### config.mk
export PLATFORM = sky130hd
export DESIGN_NAME = rf_wb_queue
export DESIGN_NICKNAME = d
export VERILOG_FILES = /design/src/rtl/rf_wb_queue.sv
export SDC_FILE = /design/constraint.sdc
export NUM_CORES = 1
export LEC_CHECK = 0
export BUFFER_PORTS_ARGS = -buffer_cell sky130_fd_sc_hd__buf_2
export CORE_MARGIN = 5
export CORE_UTILIZATION = 45
export CTS_BUF_LIST = sky130_fd_sc_hd__clkbuf_8
export DETAILED_ROUTE_END_ITERATION = 7
export PLACE_DENSITY = 0.73
export SYNTH_ARGS = -nofsm -noshare
export SYNTH_HDL_FRONTEND = slang
export SYNTH_SLANG_ARGS = --single-unit
### constraint.sdc
create_clock -name clk -period 5.7 [get_ports clk]
set_clock_uncertainty 0.2 [all_clocks]
set_input_delay 0.855 -clock clk [delete_from_list [all_inputs] [get_ports clk]]
set_output_delay 0.855 -clock clk [all_outputs]
set_load 0.02 [all_outputs]
### src/rtl/rf_wb_queue.sv
// Register-file write-back queue: in-order FIFO of pending writes with two
// forwarding lookup ports. Define WB_TRACE_EN to print each committed write.
module rf_wb_queue #(
  parameter int DEPTH = 4,
  parameter int AW    = 5,
  parameter int DW    = 32
) (
  input  logic                         clk,
  input  logic                         rst,
  input  logic                         in_valid,
  output logic                         in_ready,
  input  logic [AW-1:0]                in_rd,
  input  logic                         in_link,
  input  logic [DW-1:0]                in_data,
  input  logic                         rf_hold,
  output logic                         rf_we,
  output logic [AW-1:0]                rf_waddr,
  output logic [DW-1:0]                rf_wdata,
  input  logic [AW-1:0]                fwd_addr1,
  output logic                         fwd_hit1,
  output logic [DW-1:0]                fwd_data1,
  input  logic [AW-1:0]                fwd_addr2,
  output logic                         fwd_hit2,
  output logic [DW-1:0]                fwd_data2,
  output logic [$clog2(DEPTH+1)-1:0]   count,
  output logic                         empty
);

  localparam int PW = $clog2(DEPTH);
  localparam int CW = $clog2(DEPTH+1);

  logic [PW-1:0] rd_ptr;
  logic [PW-1:0] wr_ptr;
  logic [AW-1:0] rd_mem   [DEPTH];
  logic [DW-1:0] data_mem [DEPTH];

  logic [AW-1:0] eff_rd;
  logic          accept;
  logic          store;

  // jal links always land in r31; anything aimed at r0 is swallowed here
  assign eff_rd   = in_link ? AW'(31) : in_rd;
  assign accept   = in_valid && in_ready;
  assign store    = accept && (eff_rd != '0);

  assign empty    = (count == '0);
  assign in_ready = (count < CW'(DEPTH));
  assign rf_we    = !empty && !rf_hold;
  assign rf_waddr = rd_mem[rd_ptr];
  assign rf_wdata = data_mem[rd_ptr];

  always_ff @(posedge clk or posedge rst) begin
    if (rst) begin
      rd_ptr <= '0;
      wr_ptr <= '0;
      count  <= '0;
    end else begin
      if (store) wr_ptr <= wr_ptr + PW'(1);
      if (rf_we) rd_ptr <= rd_ptr + PW'(1);
      case ({store, rf_we})
        2'b10:   count <= count + CW'(1);
        2'b01:   count <= count - CW'(1);
        default: count <= count;
      endcase
    end
  end

  // Payload storage is deliberately left out of reset
  always_ff @(posedge clk) begin
    if (store) begin
      rd_mem[wr_ptr]   <= eff_rd;
      data_mem[wr_ptr] <= in_data;
    end
  end

  // Walks oldest to youngest so the last match found is the youngest one
  function automatic logic [DW:0] lookup(input logic [AW-1:0] addr);
    logic [DW:0]   res;
    logic [PW-1:0] idx;
    res = '0;
    for (int i = 0; i < DEPTH; i++) begin
      idx = rd_ptr + PW'(i);
      if ((CW'(i) < count) && (addr != '0) && (rd_mem[idx] == addr))
        res = {1'b1, data_mem[idx]};
    end
    return res;
  endfunction

  always_comb begin
    fwd_hit1  = 1'b0;
    fwd_data1 = '0;
    {fwd_hit1, fwd_data1} = lookup(fwd_addr1);
  end

  always_comb begin
    fwd_hit2  = 1'b0;
    fwd_data2 = '0;
    {fwd_hit2, fwd_data2} = lookup(fwd_addr2);
  end

`ifdef WB_TRACE_EN
  always_ff @(posedge clk) begin
    if (rf_we) $display("r[%2d] = 0x%8X,", rf_waddr, rf_wdata);
  end
`else
  // Trace disabled: the queue produces no simulation output
`endif

endmodule

# Word level (Yosys, flattened, before mapping)
# Memories as Yosys holds them, arrays and structs flattened.
# Cells that the tools add are included.
# word_totals
register_bits	7
ram_bits	148
output_inout_bits	109
wordCells	64
mem_count	2
# op_classes
add_sub_neg	6
n_lt_le_gt_ge	5
eq_ne	10
mux	12
reduce_logical	26
# mem_list
memory	depth	word_bits	read_ports	rd_ports_with_merged_regs	write_ports	line_no	source
data_mem	4	32	4	0	1	35	logic [DW-1:0] data_mem [DEPTH];
rd_mem	4	5	4	0	1	34	logic [AW-1:0] rd_mem [DEPTH];
# op_table
operator	n
2-to-1 mux 33 bit	8
equality test 5 bit	8
logical AND 1 bit	19
nonzero test 5 bit	3
less-than comparator 1 x 3 -> 1 bit (first input constant)	2
less-than comparator 2 x 3 -> 1 bit (first input constant)	2
case mux 3 bit (2 select lines)	1
2-to-1 mux 5 bit	1
adder 2 x 1 -> 2 bit (second input constant)	2
adder 2 bit (second input constant)	2
adder 3 x 1 -> 3 bit (second input constant)	1
zero test 3 bit	1
less-than comparator 3 bit (second input constant)	1
subtractor 3 x 1 -> 3 bit (second input constant)	1
equality test 2 x 1 -> 1 bit (second input constant)	1
equality test 2 bit (second input constant)	1
zero test 1 bit	2
2-to-1 mux 1 bit	2
nonzero test 2 bit	1

# Longest topological paths before layout
# logic_depth
ltp_word	7
ltp_mapped	12
depth_no_buf	9

# Least setup slack after synthesis
# No wires, ideal clock.
# synth_path
kind	input to output
start	input fwd_addr1[1]
end	output fwd_data1[26]
t_arrival_ns	3.252
required_time_ns	4.645
slack_ns	1.393
stages	10
path_buffers	3
cell_sequence	clkbuf_1 -> or4_1 -> o22ai_1 -> nor2_1 -> nand2_1 -> buf_2 -> clkbuf_1 -> nor3_1 -> a2111o_1 -> a22oi_1
# synth_via
elab_chain_len	7
# synth_rtl
element	line_no	source
start, declared	19	input logic [AW-1:0] fwd_addr1,
nonzero test 5 bit	83	if ((CW'(i) < count) && (addr != '0) && (rd_mem[idx] == addr))
logical AND 1 bit (2 in a row)	83	
2-to-1 mux 33 bit (3 in a row)	83	
2-to-1 mux 33 bit *	83	
end, declared	21	output logic [DW-1:0] fwd_data1,
# Mark *: on every way between the ends. The rest lies on a longest branch, timed or not.

# Worst setup path in the final report
# layout_path
start	register rd_ptr[0]
end	output fwd_data1[16]
# layout_via
elab_chain_len	7
# layout_rtl
element	line_no	source
start, declared	32	logic [PW-1:0] rd_ptr;
start signal, assigned	59	if (rf_we) rd_ptr <= rd_ptr + PW'(1);
adder 2 x 1 -> 2 bit or memory read (4 x 5 bit) (tied branches)	n/a	
memory read (4 x 5 bit) or equality test 5 bit (tied branches)	n/a	
equality test 5 bit or logical AND 1 bit (tied branches)	83	
logical AND 1 bit or 2-to-1 mux 33 bit (tied branches)	83	
2-to-1 mux 33 bit (2 in a row)	83	
2-to-1 mux 33 bit *	83	
# Marks and branches as above.

==> impl_metrics.yaml <==
floorplanning:
  rows: 60
  die_width_um: 175
  ios: 161
  core-area_um2: 27000
  dieArea_um2: 30700
  initial_core_util_pct: 45.7
  die_h_um: 175
final_layout:
  register_area_um2: 4630
  final_area_um2: 13600
  nets: 1350
  fillers: 2421
  multiInputGateArea_um2: 7060
  drive_gt1_share_pct: 26.3
  area_growth_pct: 10.7
  instances_no_fill: 1646
critical_path:
  cp.arrival_ns: 4.38
  path_cells: "mux4_1, xnor2_1, nand4_2, nor2_4, buf_12, o221ai_1, a2111o_1, a22oi_1, buf_2"
  critPathKind: "reg -> out"
  slowest_delay_ns: 0.74
  critPathMaxFanout: 41
  crit_path_end_kind: "output port"
  crit_slowest_cell: "dfrtp_4"
  required_ns: 4.64
  cp-start-kind: "flop"
yosys:
  synth-edff-count: 148
  yosysTopAreaCellShare_pct: 36.1
  synth-seq-cells: 155
  synth_most_common_cell: "edfxtp_1"
  yosys-top-cells-area: "edfxtp_1 36%, o221ai_1 8.0%, mux2_2 6.5%"
  ys.warnings.count: 0
  synth.avg_cell_area_um2: 10.1
  ys_seq_area_share_pct: 37.5
  yosysTopAreaCell: "edfxtp_1"
  syn_area_um2: 12300
  synth_ff_type: "edfxtp_1"
  synthTopCellsByCount: "148 x edfxtp_1, 120 x nor3_1, 112 x o221ai_1"
  synthDistinctLibCells: 50
  synth-async-reset-ratio_pct: 4.52
  synth_nets: 1277
  synthCells: 1216
cts:
  ctsHoldBuffers: 0
  tritoncts: "built"
  cts_buffers: 17
  cts.clk_slew.worst_paths_ns: 0.10
  h-tree-depth: 4
  cts_setup_buffers: 0
  root_buffer: "clkbuf_8"
  clock_path_buffers: 2
  ctsResizeCount: 0
  clock-sinks: 155
  clk_latency_ns: 0.47
sta:
  period_share_pct: 95.3
  relSlewSlack_pct: 31.6
  drv_slew: 0
  finalCriticalPeriod_ns: 5.43
  whs_ns: 0.111
  rsz0062_at_grt: "no"
  setup_ws_ns: 0.267
  setup_viol: 0
  fin_setup_tns_ns: 0
  hold_viol_final: 0
  worst_slew_pin_slew_ns: 1.02
  max_freq_mhz: 184
detailed_routing:
  firstDrtPassIters: 6
  routed_wl_um: 38600
  routedWlPerCell_um: 23.4
  viasPerCell: 6.81
  drtIter0Drc: 1879
  drc: 0
  postRouteAntennaNets: 0
  vias: 11212
placement:
  dp_hpwl_um: 24700
  gp_routability_congestion: 0.860
  pre_cts_ws_ns: 0.858
  port_buffers: 160
  place_inst: 1611
  place_area_um2: 13200
global_routing:
  grt.total_usage_pct: 24.4
  grt_pass1_wl_um: 60300
  grt_pass1_vias: 10734
  grt_max_degree: 92
  globalRouteOverflowTotal: 0
  antenna_found_initial: 4
power:
  irDropWorstVdd_mv: 0.277
  p_per_area_nw_per_um2: 530
  leakage_uw: 0.00480
worst_hold_path:
  hp-class: "in -> async"
run_status:
  status: "complete, no violations"
run:
  cap_violations: 0
==> flip-flops by register name, summed over array words and instances (netlist names) <==
name and cells:
data_mem 128, count 3, rd_ptr 2, wr_ptr 2, rd_mem 20
==> cell usage in the layout, fill, tap and decap left out, drive strengths merged, types with 13 or more instances in the layout <==
master / synthesis / routed
buf: 71 / 189
edfxtp: 148 / 148
nor3: 120 / 120
o221ai: 112 / 112
a21oi: 95 / 95
nand2: 80 / 80
o21ai: 79 / 79
mux2i: 75 / 75
mux2: 71 / 71
a2111o: 58 / 58
a22oi: 58 / 58
nor2: 40 / 40
xnor2: 35 / 35
clkbuf: 64 / 17
mux4: 15 / 15
xor2: 13 / 13
==> critical path: cells and delay by family (launching register included) <==
family | cells | cell delay (ns)
compound gates | 3 | 0.91
simple gates | 2 | 0.77
flops | 1 | 0.74
mux | 1 | 0.68
buf+inv | 2 | 0.54
xor+xnor | 1 | 0.24
==> layer usage <==
metal	wire [µm]	global-route usage, %
met1	15600	32.9
met2	18300	39.4
met3	3510	4.35
met4	1100	9.00
met5	13	0
==> power by group <==
group	switching, µW	internal (µW)	total (µW)
registers	213	1430	1650
clock network	441	426	867
logic	3020	1680	4700
==> through the flow <==
step	power [µW]	util [%]
floorplan	5120	-
global placement	6190	49.1
detailed placement	6310	49.1
CTS	7180	50.5
global route	7650	50.5
finish	7220	50.6
==> cell type report <==
type,instances,area share [%]
clock inverters,15,1.18
inverters,9,0.266
well taps,341,3.13
diodes,3,0.0551
clock buffers,17,1.72
multi-input cells,917,51.8
flip-flops and latches,155,34.0
repair buffers,189,7.84
==> final timing paths <==
path | start | endpoint | slack (ns) | depth (start not counted)
max reg2reg | rd_ptr[0]$_DFFE_PP0P_ | rd_ptr[0]$_DFFE_PP0P_ | 2.98 | 4
min | rst | count[1]$_DFFE_PP0P_ | 0.11 | 2
min in group clk | in_data[7] | data_mem[3][7]$_DFFE_PP_ | 0.40 | 1
max | rd_ptr[0]$_DFFE_PP0P_ | fwd_data1[16] | 0.27 | 9
min reg2reg | count[0]$_DFFE_PP0P_ | count[0]$_DFFE_PP0P_ | 0.44 | 1
max in group asynchronous | rst | rd_ptr[1]$_DFFE_PP0P_ | 4.92 | 2
==> cell families (layout without fill, tap and decap cells) <==
| family | after synthesis | after routing | share of synthesized area [%] |
|---|---|---|---|
| compound gates | 416 | 416 | 25.6 |
| simple gates | 283 | 283 | 11.3 |
| mux | 161 | 161 | 15.6 |
| flops | 155 | 155 | 37.5 |
| buf+inv | 144 | 230 | 5.60 |
| xor+xnor | 48 | 48 | 3.42 |
| fa+ha+maj | 9 | 9 | 0.915 |
| other cells | 0 | 3 | 0 |
Power figures use the tool's default switching activity.
